### config.mk
export PLATFORM = sky130hd
export DESIGN_NAME = hazard_scoreboard_flat
export DESIGN_NICKNAME = d
export VERILOG_FILES = /design/src/rtl/hazard_scoreboard_pkg.sv /design/src/rtl/hazard_scoreboard_if.sv /design/src/rtl/hazard_scoreboard_match.sv /design/src/rtl/hazard_scoreboard.sv /design/src/flat_wrapper.sv
export SDC_FILE = /design/constraint.sdc
export NUM_CORES = 1
export LEC_CHECK = 0
export CAP_MARGIN = 10
export CORE_AREA = 5 5 140 102
export CTS_BUF_LIST = sky130_fd_sc_hd__clkbuf_2 sky130_fd_sc_hd__clkbuf_4 sky130_fd_sc_hd__clkbuf_8
export CTS_CLUSTER_DIAMETER = 60
export DETAILED_ROUTE_END_ITERATION = 8
export DIE_AREA = 0 0 145 107
export GPL_TIMING_DRIVEN = 1
export HOLD_SLACK_MARGIN = 0.15
export PLACE_DENSITY = 0.45
export SKIP_CTS_REPAIR_TIMING = 1
export SYNTH_ARGS = -nofsm -noshare
export SYNTH_HDL_FRONTEND = slang
export SYNTH_HIERARCHICAL = 1
export SYNTH_SLANG_ARGS = --single-unit
### constraint.sdc
create_clock -name CLK -period 2.7 [get_ports CLK]
set_input_delay 0.405 -clock CLK [delete_from_list [all_inputs] [get_ports CLK]]
set_output_delay 0.405 -clock CLK [all_outputs]
set_load 0.005 [all_outputs]
### src/rtl/hazard_scoreboard_pkg.sv
// Shared types and constants for the MIPS hazard scoreboard.
// Latency: n/a (declarations only).
// Backpressure: n/a.
package hazard_pkg;

    localparam int NSTAGES_DEF = 3;
    localparam int FSEL_W_DEF  = $clog2(NSTAGES_DEF + 1);

    // One in-flight register write tracked after decode
    typedef struct packed {
        logic       valid;
        logic       wen;
        logic [4:0] wsel;
        logic       is_load;
    } sb_slot_t;

    // EX operand select: 0 = register file, k = stage k latch
    typedef logic [FSEL_W_DEF-1:0] fwd_sel_t;

    localparam logic [5:0] OP_LW    = 6'b100011;
    localparam logic [5:0] OP_BEQ   = 6'b000100;
    localparam logic [5:0] OP_BNE   = 6'b000101;
    localparam logic [5:0] OP_J     = 6'b000010;
    localparam logic [5:0] OP_JAL   = 6'b000011;
    localparam logic [5:0] FUNCT_JR = 6'b001000;

    // Build an occupied scoreboard slot from decode fields
    function automatic sb_slot_t make_slot(input logic wen, input logic [4:0] wsel,
                                           input logic is_load);
        sb_slot_t s;
        s.valid   = 1'b1;
        s.wen     = wen;
        s.wsel    = wsel;
        s.is_load = is_load;
        return s;
    endfunction

endpackage

### src/rtl/hazard_scoreboard_if.sv
// Decode-side hazard query and hazard-unit response bundle.
// Latency: stall/flush combinational, forward selects registered.
// Backpressure: pipe_en gates every state update; stall holds IF/ID.
interface hazard_scoreboard_if #(
    parameter int NSTAGES = 3,
    parameter int CNT_W   = 16
);
    localparam int FSEL_W = $clog2(NSTAGES + 1);

    logic              pipe_en;
    logic              dec_valid;
    logic [4:0]        dec_rs;
    logic [4:0]        dec_rt;
    logic              dec_use_rs;
    logic              dec_use_rt;
    logic              dec_wen;
    logic [4:0]        dec_wsel;
    logic              dec_is_load;
    logic              dec_jump;
    logic              ex_br_taken;
    logic              stall;
    logic              flush_if;
    logic              flush_id;
    logic [FSEL_W-1:0] fwd_a;
    logic [FSEL_W-1:0] fwd_b;
    logic [CNT_W-1:0]  stall_cnt;
    logic [CNT_W-1:0]  flush_cnt;

    modport master (
        output pipe_en, dec_valid, dec_rs, dec_rt, dec_use_rs, dec_use_rt,
               dec_wen, dec_wsel, dec_is_load, dec_jump, ex_br_taken,
        input  stall, flush_if, flush_id, fwd_a, fwd_b, stall_cnt, flush_cnt
    );

    modport slave (
        input  pipe_en, dec_valid, dec_rs, dec_rt, dec_use_rs, dec_use_rt,
               dec_wen, dec_wsel, dec_is_load, dec_jump, ex_br_taken,
        output stall, flush_if, flush_id, fwd_a, fwd_b, stall_cnt, flush_cnt
    );
endinterface

### src/rtl/hazard_scoreboard_match.sv
// Finds the youngest scoreboard slot writing a given source register.
// Latency: purely combinational.
// Backpressure: none.
module hazard_match
    import hazard_pkg::*;
#(
    parameter int NSTAGES = 3,
    parameter int FSEL_W  = 2
) (
    input  sb_slot_t          slots_i [NSTAGES],
    input  logic              en_i,
    input  logic [4:0]        src_i,
    output logic              hit_o,
    output logic [FSEL_W-1:0] stage_o,
    output logic              is_load_o
);

    // Scan oldest to youngest so the lowest matching slot wins
    always_comb begin
        hit_o     = 1'b0;
        stage_o   = '0;
        is_load_o = 1'b0;
        for (int i = NSTAGES - 1; i >= 0; i--) begin
            if (en_i && slots_i[i].valid && slots_i[i].wen && (slots_i[i].wsel == src_i)) begin
                hit_o     = 1'b1;
                stage_o   = FSEL_W'(i + 1);
                is_load_o = slots_i[i].is_load;
            end
        end
    end

endmodule

### src/rtl/hazard_scoreboard.sv
// Hazard unit: scoreboard of in-flight writes, stall/flush, forward selects, perf counters.
// Latency: stall/flush zero-cycle; fwd_a/fwd_b registered into EX on pipe_en.
// Backpressure: pipe_en low freezes slots, selects and counters; stall holds PC and IF/ID.
module hazard_scoreboard
    import hazard_pkg::*;
#(
    parameter int NSTAGES  = 3,
    parameter int FWD_EN   = 1,
    parameter int LOAD_LAT = 2,
    parameter int CNT_W    = 16
) (
    input  logic               CLK,
    input  logic               nRST,
    hazard_scoreboard_if.slave hz
);

    localparam int               FSEL_W  = $clog2(NSTAGES + 1);
    localparam logic [CNT_W-1:0] CNT_MAX = '1;

    sb_slot_t          slot_q [NSTAGES];
    sb_slot_t          slot_d [NSTAGES];
    logic              use_a, use_b;
    logic              hit_a, hit_b, ld_a, ld_b;
    logic [FSEL_W-1:0] j_a, j_b;
    logic [FSEL_W-1:0] fwd_a_d, fwd_b_d, fwd_a_q, fwd_b_q;
    logic              stall_raw, stall, flush_if, flush_id, issue;
    logic [CNT_W-1:0]  stall_cnt_d, stall_cnt_q, flush_cnt_d, flush_cnt_q;

    // $0 and unread operands never create a dependency
    assign use_a = hz.dec_valid & hz.dec_use_rs & (hz.dec_rs != 5'd0);
    assign use_b = hz.dec_valid & hz.dec_use_rt & (hz.dec_rt != 5'd0);

    hazard_match #(.NSTAGES(NSTAGES), .FSEL_W(FSEL_W)) u_match_a (
        .slots_i   (slot_q),
        .en_i      (use_a),
        .src_i     (hz.dec_rs),
        .hit_o     (hit_a),
        .stage_o   (j_a),
        .is_load_o (ld_a)
    );

    hazard_match #(.NSTAGES(NSTAGES), .FSEL_W(FSEL_W)) u_match_b (
        .slots_i   (slot_q),
        .en_i      (use_b),
        .src_i     (hz.dec_rt),
        .hit_o     (hit_b),
        .stage_o   (j_b),
        .is_load_o (ld_b)
    );

    // Raw stall: load data not yet forwardable, or any in-flight producer when forwarding is off
    always_comb begin
        stall_raw = 1'b0;
        if (FWD_EN != 0) begin
            if (hit_a && ld_a && (int'(j_a) < LOAD_LAT)) stall_raw = 1'b1;
            if (hit_b && ld_b && (int'(j_b) < LOAD_LAT)) stall_raw = 1'b1;
        end else begin
            if (hit_a && (int'(j_a) < NSTAGES)) stall_raw = 1'b1;
            if (hit_b && (int'(j_b) < NSTAGES)) stall_raw = 1'b1;
        end
    end

    // A taken branch overrides the stall; a stalled jump waits before squashing IF/ID
    always_comb begin
        stall    = stall_raw & ~hz.ex_br_taken;
        flush_id = hz.ex_br_taken;
        flush_if = hz.ex_br_taken | (hz.dec_valid & hz.dec_jump & ~stall);
        issue    = hz.dec_valid & ~stall & ~flush_id;
    end

    // Forward selects for the instruction entering EX; bubbles read the register file
    always_comb begin
        fwd_a_d = '0;
        fwd_b_d = '0;
        if ((FWD_EN != 0) && issue && hit_a && (int'(j_a) < NSTAGES)) fwd_a_d = j_a;
        if ((FWD_EN != 0) && issue && hit_b && (int'(j_b) < NSTAGES)) fwd_b_d = j_b;
    end

    // Scoreboard shift: issuing instruction or bubble enters slot 0
    always_comb begin
        slot_d[0] = issue ? make_slot(hz.dec_wen, hz.dec_wsel, hz.dec_is_load) : '0;
        for (int i = 1; i < NSTAGES; i++) begin
            slot_d[i] = slot_q[i-1];
        end
    end

    // Saturating event counters
    always_comb begin
        stall_cnt_d = stall_cnt_q;
        flush_cnt_d = flush_cnt_q;
        if (stall && (stall_cnt_q != CNT_MAX)) stall_cnt_d = stall_cnt_q + 1'b1;
        if (flush_if && (flush_cnt_q != CNT_MAX)) flush_cnt_d = flush_cnt_q + 1'b1;
    end

    // All state advances only when the pipeline advances
    always_ff @(posedge CLK or negedge nRST) begin
        if (!nRST) begin
            for (int i = 0; i < NSTAGES; i++) begin
                slot_q[i] <= '0;
            end
            fwd_a_q     <= '0;
            fwd_b_q     <= '0;
            stall_cnt_q <= '0;
            flush_cnt_q <= '0;
        end else if (hz.pipe_en) begin
            for (int i = 0; i < NSTAGES; i++) begin
                slot_q[i] <= slot_d[i];
            end
            fwd_a_q     <= fwd_a_d;
            fwd_b_q     <= fwd_b_d;
            stall_cnt_q <= stall_cnt_d;
            flush_cnt_q <= flush_cnt_d;
        end
    end

    assign hz.stall     = stall;
    assign hz.flush_if  = flush_if;
    assign hz.flush_id  = flush_id;
    assign hz.fwd_a     = fwd_a_q;
    assign hz.fwd_b     = fwd_b_q;
    assign hz.stall_cnt = stall_cnt_q;
    assign hz.flush_cnt = flush_cnt_q;

endmodule

### src/flat_wrapper.sv
// flat-port wrapper written by rule: the top's interface ports become plain ports
module hazard_scoreboard_flat import hazard_pkg::*;
#(
    parameter int NSTAGES  = 3,
    parameter int FWD_EN   = 1,
    parameter int LOAD_LAT = 2,
    parameter int CNT_W    = 16
)
  (CLK, nRST, hz_pipe_en, hz_dec_valid, hz_dec_rs, hz_dec_rt, hz_dec_use_rs, hz_dec_use_rt, hz_dec_wen, hz_dec_wsel, hz_dec_is_load, hz_dec_jump, hz_ex_br_taken, hz_stall, hz_flush_if, hz_flush_id, hz_fwd_a, hz_fwd_b, hz_stall_cnt, hz_flush_cnt);
  hazard_scoreboard_if #(.NSTAGES(NSTAGES), .CNT_W(CNT_W)) hz_i ();
  input  logic CLK;
  input  logic nRST;
  input wire logic [$bits(hz_i.pipe_en)-1:0] hz_pipe_en;
  input wire logic [$bits(hz_i.dec_valid)-1:0] hz_dec_valid;
  input wire logic [$bits(hz_i.dec_rs)-1:0] hz_dec_rs;
  input wire logic [$bits(hz_i.dec_rt)-1:0] hz_dec_rt;
  input wire logic [$bits(hz_i.dec_use_rs)-1:0] hz_dec_use_rs;
  input wire logic [$bits(hz_i.dec_use_rt)-1:0] hz_dec_use_rt;
  input wire logic [$bits(hz_i.dec_wen)-1:0] hz_dec_wen;
  input wire logic [$bits(hz_i.dec_wsel)-1:0] hz_dec_wsel;
  input wire logic [$bits(hz_i.dec_is_load)-1:0] hz_dec_is_load;
  input wire logic [$bits(hz_i.dec_jump)-1:0] hz_dec_jump;
  input wire logic [$bits(hz_i.ex_br_taken)-1:0] hz_ex_br_taken;
  output wire logic [$bits(hz_i.stall)-1:0] hz_stall;
  output wire logic [$bits(hz_i.flush_if)-1:0] hz_flush_if;
  output wire logic [$bits(hz_i.flush_id)-1:0] hz_flush_id;
  output wire logic [$bits(hz_i.fwd_a)-1:0] hz_fwd_a;
  output wire logic [$bits(hz_i.fwd_b)-1:0] hz_fwd_b;
  output wire logic [$bits(hz_i.stall_cnt)-1:0] hz_stall_cnt;
  output wire logic [$bits(hz_i.flush_cnt)-1:0] hz_flush_cnt;
  assign hz_i.pipe_en = hz_pipe_en;
  assign hz_i.dec_valid = hz_dec_valid;
  assign hz_i.dec_rs = hz_dec_rs;
  assign hz_i.dec_rt = hz_dec_rt;
  assign hz_i.dec_use_rs = hz_dec_use_rs;
  assign hz_i.dec_use_rt = hz_dec_use_rt;
  assign hz_i.dec_wen = hz_dec_wen;
  assign hz_i.dec_wsel = hz_dec_wsel;
  assign hz_i.dec_is_load = hz_dec_is_load;
  assign hz_i.dec_jump = hz_dec_jump;
  assign hz_i.ex_br_taken = hz_ex_br_taken;
  assign hz_stall = hz_i.stall;
  assign hz_flush_if = hz_i.flush_if;
  assign hz_flush_id = hz_i.flush_id;
  assign hz_fwd_a = hz_i.fwd_a;
  assign hz_fwd_b = hz_i.fwd_b;
  assign hz_stall_cnt = hz_i.stall_cnt;
  assign hz_flush_cnt = hz_i.flush_cnt;
  hazard_scoreboard #(.NSTAGES(NSTAGES), .FWD_EN(FWD_EN), .LOAD_LAT(LOAD_LAT), .CNT_W(CNT_W)) u_core (.CLK(CLK), .nRST(nRST), .hz(hz_i));
endmodule
Word level (Yosys, flattened, before mapping)
Index checks and enable logic that the tools add are counted. Widths: inputs -> output; s select.

Register bits: 60. Input port bits: 25. Output and inout bits: 39. Logic and storage cells: 97.

Add/subtract/negate cells: 2. $lt $le $gt $ge: 4. Equal/unequal tests: 8. Multiplexer cells: 23. Bitwise gates (word level): 12. Reductions and logical operators: 32.

Operator list (number): $add 16x1->16 const B (2); $ne 16x16->1 const B (2); $eq 5x5->1 (6); $logic_and 1x1->1 (28); $mux 2 (8); $mux 1 (14); $reduce_bool 5->1 (2); $and 1x1->1 (9); $lt 2x2->1 const B (4); $mux 8 (1); $reduce_and 2->1 (2); $not 1->1 (2); $or 1x1->1 (1).

Longest topological paths before layout
Gate-level depths: netlist (run 1).

Word-level depth: 19. Depth in mapped cells: 12. Gate-level depth less buffers: 11.

Cells and area by module
Netlist (run 1), hierarchy kept.

Modules (own cells, without submodules): hazard_scoreboard (instances 1, cells each 215, area an instance 2631.3 µm², sequential area each 1501.4 µm²); hazard_match (instances 2, cells each 36, area an instance 255.2 µm², sequential area each 0.0 µm²).

Least setup slack after synthesis (run 1)
OpenSTA, ideal clock, no wires.

Path type: input port to flip-flop. Start point: input hz_dec_rt[1]. End point: register u_core.stall_cnt_q[13], in the netlist u_core/hz.stall_cnt[13]. Setup time: 0.124 ns. Arrival: 2.728 ns. Required time: 2.576 ns. Path slack: -0.152 ns. Stages on the path: 11. Path buffers: 0. Path through: or3_1 o311a_1 and3_1 and4_1 nand2_1 a21boi_0 and3b_1 o21ai_0 a211oi_1 nand3_1 xnor2_1.

Cells in the longest elaborated chain, start to end: 14. Elaborated cells between the ends (all ways): 30. Classes of those cells: 1 x order compare; 3 x eq/ne; 10 x mux; 2 x bitwise; 14 x reduce/logical.

Ends and longest elaborated chain: start: declaration (RTL line flat_wrapper.sv:16) `input wire logic [$bits(hz_i.dec_rt)-1:0] hz_dec_rt;`; $reduce_bool 5->1 * (RTL line hazard_scoreboard.sv:31) `assign use_b = hz.dec_valid & hz.dec_use_rt & (hz.dec_rt != 5'd0);`; $and 1x1->1 * (RTL line hazard_scoreboard.sv:31); via u_core.use_b (RTL line hazard_scoreboard.sv:22) `logic use_a, use_b;`; $logic_and 1x1->1 (3 in series) (RTL line hazard_scoreboard_match.sv:24) `if (en_i && slots_i[i].valid && slots_i[i].wen && (slots_i[i].wsel == src_i)) begin`; $mux 2 (2 in series) (RTL line hazard_scoreboard_match.sv:24); $mux 2 * (RTL line hazard_scoreboard_match.sv:24); via u_core.j_b[1] (RTL line hazard_scoreboard.sv:24) `logic [FSEL_W-1:0] j_a, j_b;`; $lt 2x2->1 * (RTL line hazard_scoreboard.sv:56) `if (hit_b && ld_b && (int'(j_b) < LOAD_LAT)) stall_raw = 1'b1;`; $logic_and 1x1->1 * (RTL line hazard_scoreboard.sv:56); $mux 1 * (RTL line hazard_scoreboard.sv:56); $and 1x1->1 * (RTL line hazard_scoreboard.sv:65) `stall = stall_raw & ~hz.ex_br_taken;`; $logic_and 1x1->1 * (RTL line hazard_scoreboard.sv:91) `if (stall && (stall_cnt_q != CNT_MAX)) stall_cnt_d = stall_cnt_q + 1'b1;`; $reduce_and 2->1 (no source line) *; end signal: assignment (RTL line hazard_scoreboard.sv:111) `stall_cnt_q <= stall_cnt_d;`; end: declaration (RTL line hazard_scoreboard.sv:27) `logic [CNT_W-1:0] stall_cnt_d, stall_cnt_q, flush_cnt_d, flush_cnt_q;`.

Mark *: on every way through the listed nets, which the timed path passes. The rest lies on a longest branch. A chain may end at the register's enable or synchronous reset.

Worst setup path after layout (run 1)
Start point: input hz_dec_rt[1]. End point: output hz_flush_if.

Cells in the longest elaborated chain, start to end: 15. Elaborated cells between the ends (all ways): 31. Classes of those cells: 1 x order compare; 3 x eq/ne; 10 x mux; 5 x bitwise; 12 x reduce/logical.

Ends and longest elaborated chain: $reduce_bool 5->1 * (RTL line hazard_scoreboard.sv:31); $and 1x1->1 * (RTL line hazard_scoreboard.sv:31); via u_core.use_b (RTL line hazard_scoreboard.sv:22); $logic_and 1x1->1 (3 in series) (RTL line hazard_scoreboard_match.sv:24); $mux 1 (2 in series) (RTL line hazard_scoreboard_match.sv:24); $mux 1 * (RTL line hazard_scoreboard_match.sv:24); via u_core.hit_b (RTL line hazard_scoreboard.sv:23) `logic hit_a, hit_b, ld_a, ld_b;`; $logic_and 1x1->1 * (2 in series) (RTL line hazard_scoreboard.sv:56); $mux 1 * (RTL line hazard_scoreboard.sv:56); $and 1x1->1 * (RTL line hazard_scoreboard.sv:65); $not 1->1 * (RTL line hazard_scoreboard.sv:67) `flush_if = hz.ex_br_taken | (hz.dec_valid & hz.dec_jump & ~stall);`; $and 1x1->1 * (RTL line hazard_scoreboard.sv:67); $or 1x1->1 * (RTL line hazard_scoreboard.sv:67); end: declaration (RTL line flat_wrapper.sv:25) `output wire logic [$bits(hz_i.flush_if)-1:0] hz_flush_if;`.

Marks and branches as above.

==> out/metrics.csv, run 1 <==
metric,value,unit
clock transition at the registers of the reported paths,0.06,ns
crit-path cells,buf_6 > or3_4 > o311a_4 > and3_4 > and4_4 > nand2_4 > nand3_4 > and3b_2 > buf_6 > o31ai_4 > buf_2,
Clock Sinks,60,
Yosys warning count,6,
largest net degree at the start of global routing,61,
DIE WIDTH,145,µm
DRT Pass-1 Iters,4,
Initial Util,0.245,
Max Root-Sink Buffers,2,
initial antenna violation count,0,
"CP delay by family, top",simple AND/OR/NAND/NOR gates,
GPL Wtd Cong,0.786,
Max Slew Vio Count,0,
status,finished with violations,
die height,107,µm
Layout Skew,0.00998,ns
final-layout fill cell count,1301,
DR vias,2610,
Worst Hold Class,input pin to asynchronous set/reset pin,
HPWL after DPL,6470,µm
RSZ-0062 raised after global routing,true,
Util after Layout,0.374,
"Hold Violations, Final",0,
slowest library cell on the worst path,or3_4,
top cell type's share of synthesized area,0.478,
post-DR wirelength/cell,15.7,µm
Final #Nets,431,
Required @ worst endpoint,2.30,ns
drt drc,0,
total CTS buffers,9,
met3 Use GR,0.0439,
GRT Overall Usage,0.117,
met2 usage,0.164,
register area,1500,µm²
Cells after Synth,287,
DR iter-0 viols,112,
area occupied by multi-input gates,1870,µm²
CP most frequent cell,buf_6,
total grt overflow,0,
Worst-Skew Late Latency,0.35,ns
pwr dens,469,nW/µm²
Setup crit end kind,output pin,
CP Max Fanout,3,
Total Wirelength,9050,µm
Root Driver,clkbuf_8,
worst hold slack,0.219,ns
vias in the first global route,2675,
GRT met1 Usage,0.165,
Worst setup SP type,input pin,
crit path DAT,2.53,ns
Leak Pwr,2.18,nW
register area share after synthesis,0.478,
P&R area growth vs syn,52.8,%
core area,12800,µm²
H-tree levels,3,
Critical Setup Path Class,input pin to output pin,
"Most Used Layer, Global Route",met1,
library cells used by synthesis,40,
"area leader, netlist",dfrtp_1,
maxcap violations,0,
FP Rows,35,
die area,15500,µm²
Final Critical Period,2.94,ns
first-pass GRT wire length,14300,µm
Final Setup Violations,19,
Slew @ Worst Pin,0.797,ns
Synth Cell Area,3140,µm²
"top cells by area, synth","dfrtp_1, xnor2_1, xor2_1, mux2_2, nand3_1",
ANT cells,0,
Post-DRT Antenna Nets,0,
relative slew slack,0.469,
Setup TNS,-2.09,ns
Fmax,341,MHz
vias per cell,4.54,
WP buf/inv,3,
failing checks,negative setup slack,
Peak VDD IR,0.423,mV
fin crit share,1.09,
layout cells sized above 1,0.342,
port buffer count,63,
Mean Syn Cell Area,10.9,µm²
num ports,64,
Slowest Stage Delay on Critical Path,0.39,ns
Mapped Nets,314,
Synth Register Bits,60,
setup slack after layout,-0.236,ns
CTS tree,yes,
through the flow:
step / std cells / power, mW / setup WS [ns] / cell area, µm²
after CTS: 562 / 2.26 / -0.947 / 4400
after global placement: 546 / 1.51 / -0.874 / 4230
after detailed placement: 546 / 1.51 / -0.923 / 4230
final: 575 / 2.25 / -0.236 / 4800
after global routing: 575 / 2.39 / -0.319 / 4800
after floorplan: 287 / 1.26 / -0.104 / 3150
routing by layer:
| metal | up-vias | wire (µm) |
|---|---|---|
| met5 | - | 0 |
| li1 | 1276 | - |
| met4 | 0 | 130 |
| met2 | 63 | 3790 |
| met1 | 1260 | 4580 |
| met3 | 11 | 547 |
sequential cells by signal, summed over array words and instances (netlist names):
| signal | cells |
|---|---|
| u_core/hz.flush_cnt | 16 |
| u_core/hz.stall_cnt | 16 |
| u_core/slot_d | 16 |
| u_core/slot_q | 8 |
| u_core/hz.fwd_a | 2 |
| u_core/hz.fwd_b | 2 |
where the power goes:
part / switching, mW / internal (mW) / total [mW]
clock network: 0.361 / 0.361 / 0.722
logic: 0.186 / 0.256 / 0.441
registers: 0.113 / 0.973 / 1.09
total: 0.660 / 1.59 / 2.25
worst register-to-register path, delay by kind of cell (launching register included):
family                    cells  cell delay, ns
muxes                         1            0.30
DFF                           1            0.43
and+or+nand+nor               4            0.83
AOI/OAI and AO/OA             2            0.37
xor gates and xnor gates      1            0.27
buffers and inverters         4            0.54
cells in the final DEF (no fill, tap or decap), drive strengths merged, types with 7 or more instances in the layout:
cell           count
nand4             13
buf               53
clkdlybuf4s50     47
clkbuf            14
nor2              18
dlymetal6s2s       9
nand3             24
a22o               7
and3               8
nand2             15
xnor2             33
xor2              24
mux2              18
dfrtp             60
Yosys cell counts:
cell type  instances
or2_2              2
o21ai_0            3
a211oi_1           1
mux2_2            17
a32o_1             4
nand2_1           15
or3_1              2
a21oi_2            1
o311ai_1           1
o31ai_4            1
a22o_1             7
nor4_1             5
buf_1              1
clkbuf_1           2
or4_4              1
a21boi_0           2
nand3_1           24
a21o_1             1
ha_1               2
nand4_1           13
mux2i_1            1
xor2_1            24
mux2_4             1
buf_6              1
dfrtp_1           60
and3b_1            2
buf_4              1
o311a_1            2
inv_1              4
o2111ai_1          2
and2_1             3
a31oi_1            6
nor3_1             3
or3_4              2
xnor2_1           33
buf_2              1
and3_1             8
and4_1             4
nor2_1            18
nor2b_1            6
cells by family (layout without fill, tap and decap cells):
kind of cell	Yosys count	count (layout)	share of synthesized area
and+or+nand+nor	108	108	0.188
DFF	60	60	0.478
xor gates and xnor gates	57	57	0.159
AOI/OAI and AO/OA	31	31	0.0828
muxes	19	19	0.0689
buffers and inverters	10	132	0.0159
adders and majority gates	2	2	0.00796
cell type report:
cell class | instances | share of cell area
Inverter | 4 | 0.00313
Clock buffer | 11 | 0.0302
Tap cell | 166 | 0.0433
Clock inverter | 5 | 0.00573
Timing Repair Buffer | 112 | 0.215
Multi-Input combinational cell | 217 | 0.390
Sequential cell | 60 | 0.313
path summary, 6_finish.rpt:
| check | from | to | slack (ns) | depth (start not counted) |
|---|---|---|---|---|
| worst max-delay path | hz_dec_rt[1] | hz_flush_if | -0.24 | 11 |
| worst min-delay path | nRST | u_core/slot_d[9] | 0.22 | 2 |
| worst max register to register | u_core/slot_d[2] | u_core/hz.flush_cnt[1] | -0.15 | 12 |
| worst min register to register | u_core/hz.fwd_b[1] | u_core/hz.fwd_b[1] | 0.49 | 1 |
| max in group asynchronous | nRST | u_core/slot_d[12] | 1.94 | 2 |
| min in group CLK | u_core/hz.fwd_b[1] | u_core/hz.fwd_b[1] | 0.49 | 1 |
No activity file was read; power rests on OpenSTA's default activity.
==> run 2, diff against run 1 <==
- CORE_AREA: 5 5 140 102 -> 5 5 132 109
- DIE_AREA: 0 0 145 107 -> 0 0 137 114
==> run 2 against run 1 <==
Net effect:
- the flow still finishes with violations (negative setup slack)
- worst hold slack better by 0.011 ns
- final cell count up 1.9%
- sequential share of layout area up 0.53 points
- sequential power about the same
- total power down 0.89%
- sequential cell count unchanged
- worst setup slack worse by 0.018 ns
- via count up 0.11%
- critical path depth unchanged
- first-iteration DRC count up 15%
- register-to-register slack better by 0.04 ns
- critical path type unchanged
- largest cell class unchanged
==> out/metrics.csv, run 2 (synthesis results as in run 1) <==
metric,value,unit
Max Root-Sink Buffers,2,
Leak Pwr,2.09,nW
Worst-Skew Late Latency,0.34,ns
Slowest Stage Delay on Critical Path,0.40,ns
RSZ-0062 raised after global routing,true,
Final Critical Period,2.95,ns
register area,1500,µm²
"CP delay by family, top",simple AND/OR/NAND/NOR gates,
worst hold slack,0.230,ns
fin crit share,1.09,
HPWL after DPL,6430,µm
core area,13100,µm²
Post-DRT Antenna Nets,0,
CTS tree,yes,
layout cells sized above 1,0.310,
pwr dens,473,nW/µm²
ANT cells,0,
maxcap violations,0,
register-to-register setup slack,-0.11,ns
Total Power,2.23,mW
P&R area growth vs syn,50.1,%
WP buf/inv,3,
Slew @ Worst Pin,0.781,ns
fin area,4720,µm²
DRT Pass-1 Iters,4,
Critical Setup Path Class,input pin to output pin,
DIE WIDTH,137,µm
total grt overflow,0,
slowest library cell on the worst path,o311a_1,
"commonest non-fill, non-tap cells in the layout","dfrtp_1, clkdlybuf4s50_1, buf_4",
port buffer count,63,
Layout Skew,0.0108,ns
initial antenna violation count,0,
Final Setup Violations,23,
final-layout fill cell count,1305,
Peak VDD IR,0.215,mV
Worst Hold Class,input pin to asynchronous set/reset pin,
dpl cell area,4260,µm²
Initial Util,0.240,
die area,15600,µm²
"Most Used Layer, Global Route",met2,
Total Wirelength,8840,µm
CP Max Fanout,3,
Final #Nets,429,
H-tree levels,3,
GRT met1 Usage,0.162,
Fmax,339,MHz
Clock Sinks,60,
pre-CTS setup slack,-0.868,ns
Setup crit end kind,output pin,
DR vias,2613,
relative slew slack,0.480,
largest net degree at the start of global routing,61,
Worst setup SP type,input pin,
r2r endpoint,u_core/hz.flush_cnt[1],
post-DR wirelength/cell,15.1,µm
met2 usage,0.170,
met3 Use GR,0.0322,
crit-path cells,buf_6 > or3_1 > o311a_1 > and3_4 > and4_4 > nand2_4 > nand3_2 > and3b_2 > buf_6 > o31ai_4 > buf_2,
status,finished with violations,
Required @ worst endpoint,2.30,ns
crit path DAT,2.55,ns
setup slack after layout,-0.254,ns
CP most frequent cell,buf_6,
"most common cell after layout, fill and taps aside",dfrtp_1,
vias in the first global route,2619,
Max Slew Vio Count,0,
Util after Layout,0.361,
GRT Overall Usage,0.115,
clock transition at the registers of the reported paths,0.06,ns
reg2reg path depth,12,
critical path depth,11,
failing checks,negative setup slack,
drt drc,0,
"Hold Violations, Final",0,
FP Rows,38,
first-pass GRT wire length,13900,µm
GPL Wtd Cong,0.799,
die height,114,µm
Worst R2R Start,u_core/slot_d[2],
total CTS buffers,9,
Root Driver,clkbuf_8,
vias per cell,4.46,
area occupied by multi-input gates,1810,µm²
DR iter-0 viols,129,
num ports,64,
==> run 2: changes by cell type in the layout (fill, tap and decap cells not counted), sizes merged <==
cell           change
buf                -3
clkinv             -1
clkinvlp           +1
a21oi              +1
clkdlybuf4s50      +3
dlymetal6s2s       -1
clkbuf             -3
==> run 2: power breakdown <==
group / internal [mW] / switching, mW / total [mW]
sequential: 0.973 / 0.117 / 1.09
combinational: 0.263 / 0.194 / 0.457
clock: 0.332 / 0.350 / 0.683
total: 1.57 / 0.662 / 2.23
==> run 2: layout make-up <==
cell class | count | share of cell area
well taps | 180 | 0.0477
clock buffers | 10 | 0.0279
flip-flops and latches | 60 | 0.318
inverters | 4 | 0.00318
repair buffers | 109 | 0.212
multi-input cells | 218 | 0.385
clock inverters | 5 | 0.00637
==> run 2: worst max-delay path by stage <==
stage                             endpoint         start  slack [ns]
floorplan           u_core/hz.flush_cnt[1]  hz_dec_rs[1]       -0.10
global placement               hz_flush_if  hz_dec_rt[3]       -0.92
detailed placement             hz_flush_if  hz_dec_rs[0]       -0.87
CTS                            hz_flush_if  hz_dec_rs[0]       -0.88
global route                   hz_flush_if  hz_dec_rs[2]       -0.35
finish                         hz_flush_if  hz_dec_rt[1]       -0.25
==> run 2: metal layers <==
metal  vias up  share of wire
met3        15          0.038
met1      1282           0.49
met4         0          0.019
li1       1271              -
met5         -              0
met2        45           0.45
==> run 2: per-stage QoR <==
stage,TNS [ns],std cells
after floorplan,-0.256,287
after global placement,-29.49,563
after detailed placement,-29.44,563
after CTS,-13.40,578
after global routing,-7.41,586
final,-3.61,586
==> run 3, diff against run 2 <==
- CELL_PAD_IN_SITES_DETAIL_PLACEMENT: default -> 0
- CELL_PAD_IN_SITES_GLOBAL_PLACEMENT: default -> 1
- PLACE_DENSITY: 0.45 -> 0.52
- clock period: 2.7 -> 3.5 ns (I/O delays scaled with it)
==> run 3 against run 2 <==
Net effect:
- the flow now finishes without violations
- non-clock buffer count decreased by 13
- clock skew increased by 0.0037 ns
- final cell count decreased by 2.2%
- clock power decreased by 4.5%
- register-to-register slack improved by 0.72 ns
- worst setup slack improved by 0.35 ns
- via count decreased by 3.8%
- global-route usage increased by 0.15 points
- sequential power decreased by 23%
- sequential cell count unchanged
- combinational power decreased by 31%
- critical path depth decreased by 1
==> out/metrics.csv, run 3 (synthesis results as in run 1) <==
metric,value,unit
Root Driver,clkbuf_8,
core area,13100,µm²
Final Setup Violations,0,
Peak VDD IR,0.144,mV
Clock Power Share,0.362,
Worst setup SP type,input pin,
post-DR wirelength/cell,14.9,µm
GRT Overall Usage,0.116,
dpl cell area,4210,µm²
register-to-register setup slack,0.61,ns
RSZ-0062 raised after global routing,true,
CTS tree,yes,
relative slew slack,0.468,
Worst R2R Start,u_core/slot_d[12],
Clock Sinks,60,
worst hold slack,0.270,ns
Util after Layout,0.340,
Leak Pwr,1.93,nW
Final #Nets,415,
port buffer count,63,
DR vias,2514,
Switching Fraction,0.274,
share of power burned in combinational logic,0.174,
fin crit share,0.972,
final-layout fill cell count,1327,
reg2reg path depth,11,
status,finished clean,
Max Root-Sink Buffers,2,
Layout Skew,0.0146,ns
DIE WIDTH,137,µm
DR iter-0 viols,115,
total grt overflow,0,
num ports,64,
area occupied by multi-input gates,1620,µm²
Critical Setup Path Class,input pin to output pin,
clock transition at the registers of the reported paths,0.08,ns
maxcap violations,0,
"commonest non-fill, non-tap cells in the layout","clkdlybuf4s50_1, dfrtp_1, xnor2_1, buf_4, xor2_1",
Worst Hold Class,input pin to asynchronous set/reset pin,
fin area,4440,µm²
"Hold Violations, Final",0,
Worst-Skew Late Latency,0.34,ns
Post-DRT Antenna Nets,0,
crit path DAT,2.88,ns
register area,1500,µm²
crit path capture,hz_flush_if,
initial antenna violation count,0,
total CTS buffers,9,
launch point of the worst path,hz_dec_rs[1],
Slew @ Worst Pin,0.798,ns
Setup TNS,0,ns
Final Critical Period,3.40,ns
H-tree levels,3,
Setup crit end kind,output pin,
sequential fraction of design power,0.464,
vias in the first global route,2613,
drt drc,0,
layout cells sized above 1,0.216,
vias per cell,4.39,
pwr dens,406,nW/µm²
die height,114,µm
DRT Pass-1 Iters,4,
first-pass GRT wire length,14200,µm
sw power,495,µW
P&R area growth vs syn,41.4,%
HPWL after DPL,6560,µm
largest net degree at the start of global routing,36,
FP Rows,38,
die area,15600,µm²
Fmax,294,MHz
Initial Util,0.240,
Required @ worst endpoint,2.97,ns
r2r endpoint,u_core/hz.stall_cnt[13],
Total Wirelength,8560,µm
ANT cells,0,
CP Max Fanout,3,
Int Pwr,1.31,mW
GPL Wtd Cong,0.760,
Total Power,1.80,mW
Max Slew Vio Count,0,
[run 3: cell count changes in the layout (fill, tap and decap cells not counted), sizes merged]
cell	before	now
clkinvlp	2	1
dlymetal6s2s	8	1
clkdlybuf4s50	50	60
clkbuf	11	12
buf	50	35
a21oi	2	1
clkinv	3	2
bufinv	0	1
[run 3: final cells by class]
| cell class | instances | share of cell area |
|---|---|---|
| Timing Repair Buffer | 96 | 0.196 |
| Sequential cell | 60 | 0.338 |
| Multi-Input combinational cell | 217 | 0.366 |
| Clock inverter | 4 | 0.0107 |
| Tap cell | 180 | 0.0507 |
| Inverter | 4 | 0.00338 |
| Clock buffer | 12 | 0.0358 |
[run 3: worst min path at each step]
stage,startpoint,end,slack [ns],cells past startpoint
2_1_floorplan,nRST,u_core/hz.flush_cnt[0],0.23,0
3_3_place_gp,u_core/hz.stall_cnt[14],u_core/hz.stall_cnt[14],0.48,1
3_5_place_dp,u_core/hz.stall_cnt[14],u_core/hz.stall_cnt[14],0.48,1
4_1_cts,nRST,u_core/slot_q[7],0.28,1
5_1_grt,nRST,u_core/slot_q[7],0.34,1
6_report,nRST,u_core/slot_q[7],0.27,1
[run 3: worst max-delay path: stages]
cell             delay (ns)
clkdlybuf4s50_1        0.42
or3_1                  0.38
o311a_1                0.35
and3_1                 0.19
and4_1                 0.16
nand2_1                0.09
nand3_1                0.10
and3b_2                0.26
o31ai_4                0.24
buf_2                  0.16
[run 3: metal layers]
layer  wire, µm  GRT usage
met1       4400      0.168
met2       3700      0.169
met3        324     0.0300
met4        135     0.0379
met5          0          0
[run 3: power groups by stage]
stage          registers, mW  clock network, mW  logic, mW
2_1_floorplan          0.827                  0      0.146
3_3_place_gp           0.848                  0      0.314
3_5_place_dp           0.851                  0      0.316
4_1_cts                0.838              0.685      0.318
5_1_grt                0.850              0.706      0.345
6_report               0.837              0.652      0.314
[run 3: stage by stage]
| step | cells | setup WS, ns |
|---|---|---|
| after global placement | 557 | -0.410 |
| after global routing | 573 | -0.0261 |
| after floorplan | 287 | 0.528 |
| after detailed placement | 557 | -0.446 |
| after CTS | 573 | -0.397 |
| final | 573 | 0.0989 |
